--- src/rtl/fx_bus_mux.sv ---
// Registered fx bus fabric: broadcasts master writes/reads with one-hot selects and returns read data.
// Latency: writes 1 cycle; reads RD_LAT+2 cycles to ufx_q_vld. No backpressure: a read arriving while busy is dropped and flagged.
module fx_bus_mux #(
   parameter int             NSLV    = 36,
   parameter int             AW      = 22,
   parameter int             DW      = 8,
   parameter int             SEL_LSB = 16,
   parameter int             RD_LAT  = 2,
   parameter logic [DW-1:0]  ERR_Q   = DW'('hEE)
) (
   input  logic                 clk_sys,
   input  logic                 rst_n,
   input  logic                 ufx_wr,
   input  logic [AW-1:0]        ufx_waddr,
   input  logic [DW-1:0]        ufx_data,
   input  logic                 ufx_rd,
   input  logic [AW-1:0]        ufx_raddr,
   output logic [DW-1:0]        ufx_q,
   output logic                 ufx_q_vld,
   output logic                 ufx_busy,
   output logic                 ufx_err,
   output logic                 ufx_drop,
   output logic                 fx_wr,
   output logic [AW-1:0]        fx_waddr,
   output logic [DW-1:0]        fx_data,
   output logic [NSLV-1:0]      fx_wsel,
   output logic                 fx_rd,
   output logic [AW-1:0]        fx_raddr,
   output logic [NSLV-1:0]      fx_rsel,
   input  logic [NSLV*DW-1:0]   fx_q_bus
);

   localparam int IW = AW - SEL_LSB;
   localparam int CW = 4;

   typedef enum logic [1:0] {IDLE, WAIT, RET} state_t;

   function automatic logic [31:0] idx_ext(input logic [IW-1:0] i);
      idx_ext = '0;
      idx_ext[IW-1:0] = i;
   endfunction

   // Full-width compare so an index past NSLV never aliases onto a real slave.
   function automatic logic is_mapped(input logic [IW-1:0] i);
      is_mapped = (idx_ext(i) < 32'(NSLV));
   endfunction

   function automatic logic [NSLV-1:0] decode(input logic [IW-1:0] i);
      decode = '0;
      for (int k = 0; k < NSLV; k++) decode[k] = (idx_ext(i) == 32'(k));
   endfunction

   state_t            state_q, state_d;
   logic [CW-1:0]     cnt_q, cnt_d;
   logic [IW-1:0]     idx_q, idx_d;
   logic              mapped_q, mapped_d;
   logic              fx_wr_q, fx_wr_d;
   logic [AW-1:0]     fx_waddr_q, fx_waddr_d;
   logic [DW-1:0]     fx_data_q, fx_data_d;
   logic [NSLV-1:0]   fx_wsel_q, fx_wsel_d;
   logic              fx_rd_q, fx_rd_d;
   logic [AW-1:0]     fx_raddr_q, fx_raddr_d;
   logic [NSLV-1:0]   fx_rsel_q, fx_rsel_d;
   logic [DW-1:0]     ufx_q_q, ufx_q_d;
   logic              ufx_q_vld_q, ufx_q_vld_d;
   logic              ufx_busy_q, ufx_busy_d;
   logic              ufx_err_q, ufx_err_d;
   logic              ufx_drop_q, ufx_drop_d;
   logic [DW-1:0]     rdat;

   always_comb begin
      rdat = '0;
      for (int k = 0; k < NSLV; k++) begin
         if (idx_ext(idx_q) == 32'(k)) rdat = fx_q_bus[k*DW +: DW];
      end
   end

   always_comb begin
      state_d     = state_q;
      cnt_d       = cnt_q;
      idx_d       = idx_q;
      mapped_d    = mapped_q;
      fx_wr_d     = ufx_wr;
      fx_waddr_d  = fx_waddr_q;
      fx_data_d   = fx_data_q;
      fx_wsel_d   = fx_wsel_q;
      fx_rd_d     = 1'b0;
      fx_raddr_d  = fx_raddr_q;
      fx_rsel_d   = fx_rsel_q;
      ufx_q_d     = ufx_q_q;
      ufx_q_vld_d = 1'b0;
      ufx_busy_d  = ufx_busy_q;
      ufx_err_d   = 1'b0;
      ufx_drop_d  = 1'b0;

      if (ufx_wr) begin
         fx_waddr_d = ufx_waddr;
         fx_data_d  = ufx_data;
         fx_wsel_d  = decode(ufx_waddr[AW-1:SEL_LSB]);
      end

      case (state_q)
         IDLE: begin
            if (ufx_rd) begin
               fx_rd_d    = 1'b1;
               fx_raddr_d = ufx_raddr;
               fx_rsel_d  = decode(ufx_raddr[AW-1:SEL_LSB]);
               idx_d      = ufx_raddr[AW-1:SEL_LSB];
               mapped_d   = is_mapped(ufx_raddr[AW-1:SEL_LSB]);
               cnt_d      = CW'(RD_LAT);
               ufx_busy_d = 1'b1;
               state_d    = WAIT;
            end
         end
         WAIT: begin
            ufx_drop_d = ufx_rd;
            cnt_d      = cnt_q - 1'b1;
            if (cnt_q == CW'(1)) state_d = RET;
         end
         RET: begin
            ufx_drop_d  = ufx_rd;
            ufx_q_d     = mapped_q ? rdat : ERR_Q;
            ufx_q_vld_d = 1'b1;
            ufx_err_d   = ~mapped_q;
            ufx_busy_d  = 1'b0;
            state_d     = IDLE;
         end
         default: state_d = IDLE;
      endcase
   end

   always_ff @(posedge clk_sys or negedge rst_n) begin
      if (!rst_n) begin
         state_q     <= IDLE;
         cnt_q       <= '0;
         idx_q       <= '0;
         mapped_q    <= 1'b0;
         fx_wr_q     <= 1'b0;
         fx_waddr_q  <= '0;
         fx_data_q   <= '0;
         fx_wsel_q   <= '0;
         fx_rd_q     <= 1'b0;
         fx_raddr_q  <= '0;
         fx_rsel_q   <= '0;
         ufx_q_q     <= '0;
         ufx_q_vld_q <= 1'b0;
         ufx_busy_q  <= 1'b0;
         ufx_err_q   <= 1'b0;
         ufx_drop_q  <= 1'b0;
      end else begin
         state_q     <= state_d;
         cnt_q       <= cnt_d;
         idx_q       <= idx_d;
         mapped_q    <= mapped_d;
         fx_wr_q     <= fx_wr_d;
         fx_waddr_q  <= fx_waddr_d;
         fx_data_q   <= fx_data_d;
         fx_wsel_q   <= fx_wsel_d;
         fx_rd_q     <= fx_rd_d;
         fx_raddr_q  <= fx_raddr_d;
         fx_rsel_q   <= fx_rsel_d;
         ufx_q_q     <= ufx_q_d;
         ufx_q_vld_q <= ufx_q_vld_d;
         ufx_busy_q  <= ufx_busy_d;
         ufx_err_q   <= ufx_err_d;
         ufx_drop_q  <= ufx_drop_d;
      end
   end

   assign ufx_q     = ufx_q_q;
   assign ufx_q_vld = ufx_q_vld_q;
   assign ufx_busy  = ufx_busy_q;
   assign ufx_err   = ufx_err_q;
   assign ufx_drop  = ufx_drop_q;
   assign fx_wr     = fx_wr_q;
   assign fx_waddr  = fx_waddr_q;
   assign fx_data   = fx_data_q;
   assign fx_wsel   = fx_wsel_q;
   assign fx_rd     = fx_rd_q;
   assign fx_raddr  = fx_raddr_q;
   assign fx_rsel   = fx_rsel_q;

endmodule

--- config.mk ---
export PLATFORM = sky130hd
export DESIGN_NAME = fx_bus_mux
export DESIGN_NICKNAME = d
export VERILOG_FILES = /design/src/rtl/fx_bus_mux.sv
export SDC_FILE = /design/constraint.sdc
export NUM_CORES = 1
export LEC_CHECK = 0
export CORE_AREA = 8 8 181 183
export DETAILED_ROUTE_END_ITERATION = 6
export DIE_AREA = 0 0 189 191
export PLACE_DENSITY_LB_ADDON = 0.1
export SYNTH_ARGS = -nofsm -noshare
export SYNTH_HDL_FRONTEND = slang
export SYNTH_SLANG_ARGS = --single-unit
--- constraint.sdc ---
create_clock -name clk_sys -period 3 [get_ports clk_sys]
set_clock_uncertainty 0.05 [all_clocks]
set_input_delay 0.45 -clock clk_sys [delete_from_list [all_inputs] [get_ports clk_sys]]
set_output_delay 0.45 -clock clk_sys [all_outputs]
set_load 0.005 [all_outputs]
==> flow_metrics.py, run 1 <==
metrics = {
    "run_status": {
        "status": "complete, no violations",
    },
    "power_and_ir_drop": {
        "ir_drop_uv": 421,
        "p_leak_uw": 0.00608,
        "power_density_mw_per_mm2": 722,
    },
    "layout": {
        "fill_cells": 2813,
        "drive_above_1_share": 0.123,
        "final_cell_mix": "clkdlybuf4s50_1, dfrtp_1, nand2_1, o21ai_0, buf_4",
        "nets": 1854,
        "utilization": 0.516,
        "syn2layout_area_growth_pct": 62.9,
        "final_common_cell": "clkdlybuf4s50_1",
    },
    "clock_tree": {
        "cts_buffers": 17,
        "htreeDepth": 4,
        "cts_sinks": 145,
        "cts_setup_buffers": 0,
        "cts_buffer_depth": 2,
        "ctsHoldBuffers": 1,
        "cts_tree": "built",
        "clk-insertion-delay-late_ps": 420,
        "post_cts_resized": 0,
        "clk_root_buffer_cell": "clkbuf_16",
        "clk_pin_slew_ps": 90,
    },
    "route": {
        "firstDrtPassIters": 5,
        "vias": 10700,
        "drc_errors": 0,
        "vias_per_cell": 5.59,
        "ant_nets": 0,
        "wl_mm": 49.6,
        "drt-initial-drc-count": 1138,
        "wl_per_cell_um": 25.8,
    },
    "logic_synthesis": {
        "netlist_instances": 1037,
        "syn_area_mm2": 0.00952,
        "synth-main-ff-cell": "dfrtp_1",
        "yosysUniqueCellTypes": 89,
        "async_flop_share": 1.00,
        "yosys_register_bits": 145,
        "syn_avg_cell_area_um2": 9.18,
        "yosys_warnings": 0,
        "ys_seq_area_frac": 0.381,
        "synth-edff-count": 0,
        "syn_nets": 1386,
    },
    "setup_path": {
        "regToRegEndpoint": "ufx_q[3]",
        "reg2reg_depth": 6,
        "cp-end-kind": "flip-flop",
        "cp-startpoint": "idx_q[0]",
        "crit_required_ps": 3260,
        "arrival_ps": 2850,
        "crit_fanout": 22,
        "reg2reg_slack_ps": 400,
        "worstSetupStartpointType": "flip-flop",
        "endpoint": "ufx_q[3]",
        "criticalPathCategory": "flip-flop to flip-flop",
        "reg2reg_from": "idx_q[0]",
    },
    "sta": {
        "fin_crit_sh": 0.865,
        "fmax_mhz": 385,
        "maxSlewHeadroom": 0.528,
        "post-route-min-period_ps": 2600,
        "drv_slew": 0,
        "tightest_slew_ps": 702,
        "rsz0062_at_grt": "false",
        "hold_viol": 0,
        "setup_tns_ps": 0,
        "setup_viol": 0,
    },
    "floorplanning": {
        "die_h_um": 191,
        "die_w_um": 189,
        "core-area_mm2": 0.0300,
        "start_util": 0.317,
        "ios": 482,
        "rows": 64,
        "die-area_mm2": 0.0361,
    },
    "global_route": {
        "antenna_found_initial": 10,
        "grt_start_max_net_pins": 66,
        "grt_pass1_vias": 11000,
        "grt_pass1_wl_mm": 72.8,
        "overflow": 0,
        "grt_usage": 0.264,
    },
    "placed_design": {
        "io_buffer_count": 481,
        "dp.final_hpwl_mm": 39.1,
        "gp_congestion": 0.993,
    },
    "worst_hold_path": {
        "min-delay-path-class": "flip-flop to flip-flop",
        "worstHoldPathCells": 2,
    },
    "flow_run": {
        "maxCapViolCount": 0,
    },
}
-- cell type report --
| cell class | instances | area (um2) | area share |
|---|---|---|---|
| multi-input combinational | 750 | 5220 | 0.337 |
| antenna | 7 | 17.5 | 0.00113 |
| sequential | 145 | 3640 | 0.235 |
| timing repair buffer | 540 | 5310 | 0.342 |
| tap | 396 | 495 | 0.0320 |
| inverter | 51 | 191 | 0.0123 |
| clock buffer | 17 | 425 | 0.0274 |
| clock inverter | 15 | 209 | 0.0135 |
-- worst max-delay path, stage by stage (launching register included) --
cell      delay (ps)
dfrtp_4          660
buf_4            360
mux4_2           540
a22oi_1          250
nand4_1          200
a311oi_2         330
nor4b_2           80
-- cell families (layout without fill, tap and decap cells) --
| logic type | Yosys count | after routing | share of synthesized area |
|---|---|---|---|
| compound gates | 344 | 344 | 0.254 |
| simple gates | 311 | 311 | 0.172 |
| flops | 145 | 145 | 0.381 |
| buf+inv | 142 | 623 | 0.0712 |
| mux | 90 | 90 | 0.115 |
| fa+ha+maj | 5 | 5 | 0.00657 |
| other cells | 0 | 7 | 0 |
-- power by group --
part	internal, uW	total [uW]	switching (uW)
clock network	1150	2230	1080
logic	2800	6320	3520
registers	2290	2650	362
-- worst min-delay path by stage --
stage,startpoint,end,slack [ps]
5_1_grt,fx_raddr[14],fx_raddr[14],450
3_5_place_dp,fx_raddr[12],fx_raddr[12],410
4_1_cts,ufx_wr,fx_wsel[35],410
3_3_place_gp,fx_raddr[12],fx_raddr[12],410
6_report,fx_raddr[14],fx_raddr[14],430
2_1_floorplan,rst_n,cnt_q[0],100
-- registers in the layout, indices dropped and copies added (netlist names), 2 cells and up --
name,cells
cnt_q,4
fx_data,8
fx_raddr,16
fx_rsel,36
fx_waddr,22
fx_wsel,36
idx_q,6
state_q,2
ufx_q,8
-- Yosys cell counts (all sizes together), types with 5 or more instances --
library cell,number,area [um2]
dfrtp,145,3630
nand2,122,458
o21ai,65,325
buf,55,352
a21oi,54,278
inv,51,191
o22ai,51,319
mux2,47,529
nor2,47,181
clkbuf,36,135
mux2i,32,320
nor3,28,145
a22o,25,219
nor2b,22,138
nand3,20,100
o221ai,15,138
a221oi,13,120
nand2b,13,81.3
a31oi,12,75.1
a211oi,11,87.6
mux4,11,248
a32o,9,90.1
o211ai,9,67.6
a22oi,8,60.1
nand3b,8,63.8
o31ai,7,57.6
a21o,6,45.0
and2,6,37.5
a221o,5,50.1
a2bb2oi,5,43.8
a32oi,5,43.8
ha,5,62.6
nor4,5,46.3
nor4b,5,83.8
o21a,5,37.5
or2,5,31.3
or4b,5,53.8
-- through the flow --
step           setup WS [ps]  total power, uW  cells  instance area, um2  hold WS (ps)
6_report                 404            11200   1921               15500           431
4_1_cts                  401            11200   1914               15500           413
3_5_place_dp             394             8890   1881               14800           412
3_3_place_gp             401             8870   1881               14800           406
5_1_grt                  255            11800   1920               15500           451
2_1_floorplan            833             6200   1037                9520           104
-- layer usage --
metal	routed length, um	share of wire	global-route usage	up-vias
li1	-	-	-	4831
met1	19400	0.39	0.322	5221
met2	24100	0.49	0.443	583
met3	4710	0.095	0.0770	93
met4	1300	0.026	0.0863	8
met5	51	0.0010	0	-
(Power assumes the default switching activity.)
==> run 2, diff against run 1 <==
--- a/config.mk
+++ b/config.mk
@@ -5,9 +5,9 @@
 export SDC_FILE = /design/constraint.sdc
 export NUM_CORES = 1
 export LEC_CHECK = 0
-export CORE_AREA = 8 8 181 183
+export CORE_AREA = 2 2 185 187
 export DETAILED_ROUTE_END_ITERATION = 6
-export DIE_AREA = 0 0 189 191
+export DIE_AREA = 0 0 187 189
 export PLACE_DENSITY_LB_ADDON = 0.1
 export SYNTH_ARGS = -nofsm -noshare
 export SYNTH_HDL_FRONTEND = slang
==> run 2 against run 1 <==
Clock power down 2%; critical endpoint unchanged; worst setup slack got worse by 68 ps; sequential power increased by 4%; utilization decreased by 4.9 points; count of clock-buffer cells in the layout increased by 4; die area fell by 2.1%; register-to-register slack got worse by 70 ps.
==> flow_metrics.py, run 2 (synthesized netlist as in run 1, its figures left out) <==
metrics = {
    "global_route": {
        "use_met1": 0.325,
        "grt_use_met3": 0.0599,
        "grt_start_max_net_pins": 91,
        "overflow": 0,
        "grt_pass1_wl_mm": 71.0,
        "antenna_found_initial": 4,
        "busiest_layer": "met2",
        "met2_usage": 0.458,
        "grt_usage": 0.265,
        "grt_pass1_vias": 11000,
    },
    "floorplanning": {
        "rows": 67,
        "die-area_mm2": 0.0353,
        "start_util": 0.286,
        "die_w_um": 187,
        "core-area_mm2": 0.0333,
        "die_h_um": 189,
        "ios": 482,
    },
    "setup_path": {
        "cp-end-kind": "flip-flop",
        "criticalPathCategory": "flip-flop to flip-flop",
        "arrival_ps": 2940,
        "crit_required_ps": 3280,
        "crit_fanout": 16,
        "worstPathCellList": "buf_4, or4b_1, a311oi_1, a21oi_1, o21ai_1, o31ai_1, nor4b_2",
        "worstSetupStartpointType": "flip-flop",
        "cpMaxStageDelayCell": "dfrtp_1",
        "max_stage_delay_ps": 630,
    },
    "sta": {
        "setup_viol": 0,
        "drv_slew": 0,
        "tightest_slew_ps": 847,
        "setup_tns_ps": 0,
        "post-route-min-period_ps": 2660,
        "hold_viol": 0,
        "fmax_mhz": 375,
        "maxSlewHeadroom": 0.435,
        "fin_crit_sh": 0.888,
        "rsz0062_at_grt": "false",
    },
    "route": {
        "vias": 10600,
        "ant_nets": 0,
        "drt-initial-drc-count": 906,
        "vias_per_cell": 5.36,
        "wl_mm": 48.1,
        "firstDrtPassIters": 6,
        "wl_per_cell_um": 24.4,
        "drc_errors": 0,
    },
    "clock_tree": {
        "post_cts_resized": 0,
        "cts_buffer_depth": 2,
        "cts_tree": "built",
        "clk_root_buffer_cell": "clkbuf_16",
        "cts_setup_buffers": 0,
        "ctsHoldBuffers": 0,
        "cts_buffers": 17,
        "cts_sinks": 145,
        "htreeDepth": 4,
        "clk_pin_slew_ps": 60,
        "clk-insertion-delay-late_ps": 420,
    },
    "placed_design": {
        "dp.final_hpwl_mm": 37.7,
        "dpl.cell_count": 1938,
        "io_buffer_count": 481,
        "dpl_cell_area_mm2": 0.0149,
        "gp_congestion": 0.931,
    },
    "power_and_ir_drop": {
        "power_density_mw_per_mm2": 721,
        "ir_drop_uv": 394,
        "p_leak_uw": 0.00608,
        "total_power_uw": 11200,
    },
    "layout": {
        "utilization": 0.467,
        "drive_above_1_share": 0.125,
        "syn2layout_area_growth_pct": 63.4,
        "nets": 1858,
        "layout.cells.non_filler": 1973,
        "final_common_cell": "clkdlybuf4s50_1",
        "final_cell_mix": "clkdlybuf4s50_1, dfrtp_1, nand2_1, o21ai_0, buf_4",
        "postLayoutCellArea_mm2": 0.0155,
    },
    "run_status": {
        "status": "complete, no violations",
    },
    "flow_run": {
        "maxCapViolCount": 0,
    },
    "worst_hold_path": {
        "min-delay-path-class": "input port to asynchronous set/reset pin",
    },
}
[run 2: cell types whose count changed in the layout (fill, tap and decap cells not counted)]
cell           before  now
clkinv_8            9    0
buf_4              54   59
diode_2             7    3
clkbuf_8            0    3
clkinvlp_4          0    3
bufinv_16           0    2
clkinv_2            0    2
clkinv_4            0    2
inv_6               4    2
clkbuf_1            0    1
dlygate4sd3_1       1    0
inv_12              1    0
inv_8               1    0
[run 2: worst paths after layout]
check	startpoint	to	slack (ps)	depth (start not counted)
worst min-delay path	rst_n	fx_data[0]	50	1
min in group clk_sys	fx_raddr[3]	fx_raddr[3]	430	2
max in group asynchronous	rst_n	fx_rsel[16]	2060	2
worst max register to register	idx_q[5]	ufx_q[3]	340	7
worst max-delay path	idx_q[5]	ufx_q[3]	340	7
worst min register to register	fx_raddr[3]	fx_raddr[3]	430	2
[run 2: cell type report]
| cell class | instances | area (um2) |
|---|---|---|
| clock inverter | 11 | 128 |
| fill | 3238 | 17700 |
| inverter | 51 | 191 |
| multi-input combinational | 750 | 5220 |
| tap | 448 | 561 |
| antenna | 3 | 7.51 |
| sequential | 145 | 3640 |
| clock buffer | 21 | 470 |
| timing repair buffer | 544 | 5330 |
[run 2: through the flow]
step	worst slack, ps	hold slack [ps]
after floorplan	833	104
after global routing	165	112
after detailed placement	347	416
after global placement	403	408
final	336	48.9
after CTS	351	71.6
[run 2: report_power, final]
group	switching [uW]	internal, uW
logic	3460	2810
registers	471	2290
clock network	888	1300
[run 2: routing by layer]
layer | vias to the layer above | share of wire | routed length, um
met1 | 5169 | 0.40 | 19500
met4 | 2 | 0.028 | 1370
li1 | 4823 | - | -
met3 | 78 | 0.073 | 3490
met2 | 505 | 0.49 | 23800
met5 | - | 0.00019 | 9
[run 2: critical path, delay by kind of cell (launching register included)]
kind                   cells  cell delay, ps
buffers and inverters      1             310
and+or+nand+nor            2             770
AOI/OAI and AO/OA          4             800
DFF                        1             630
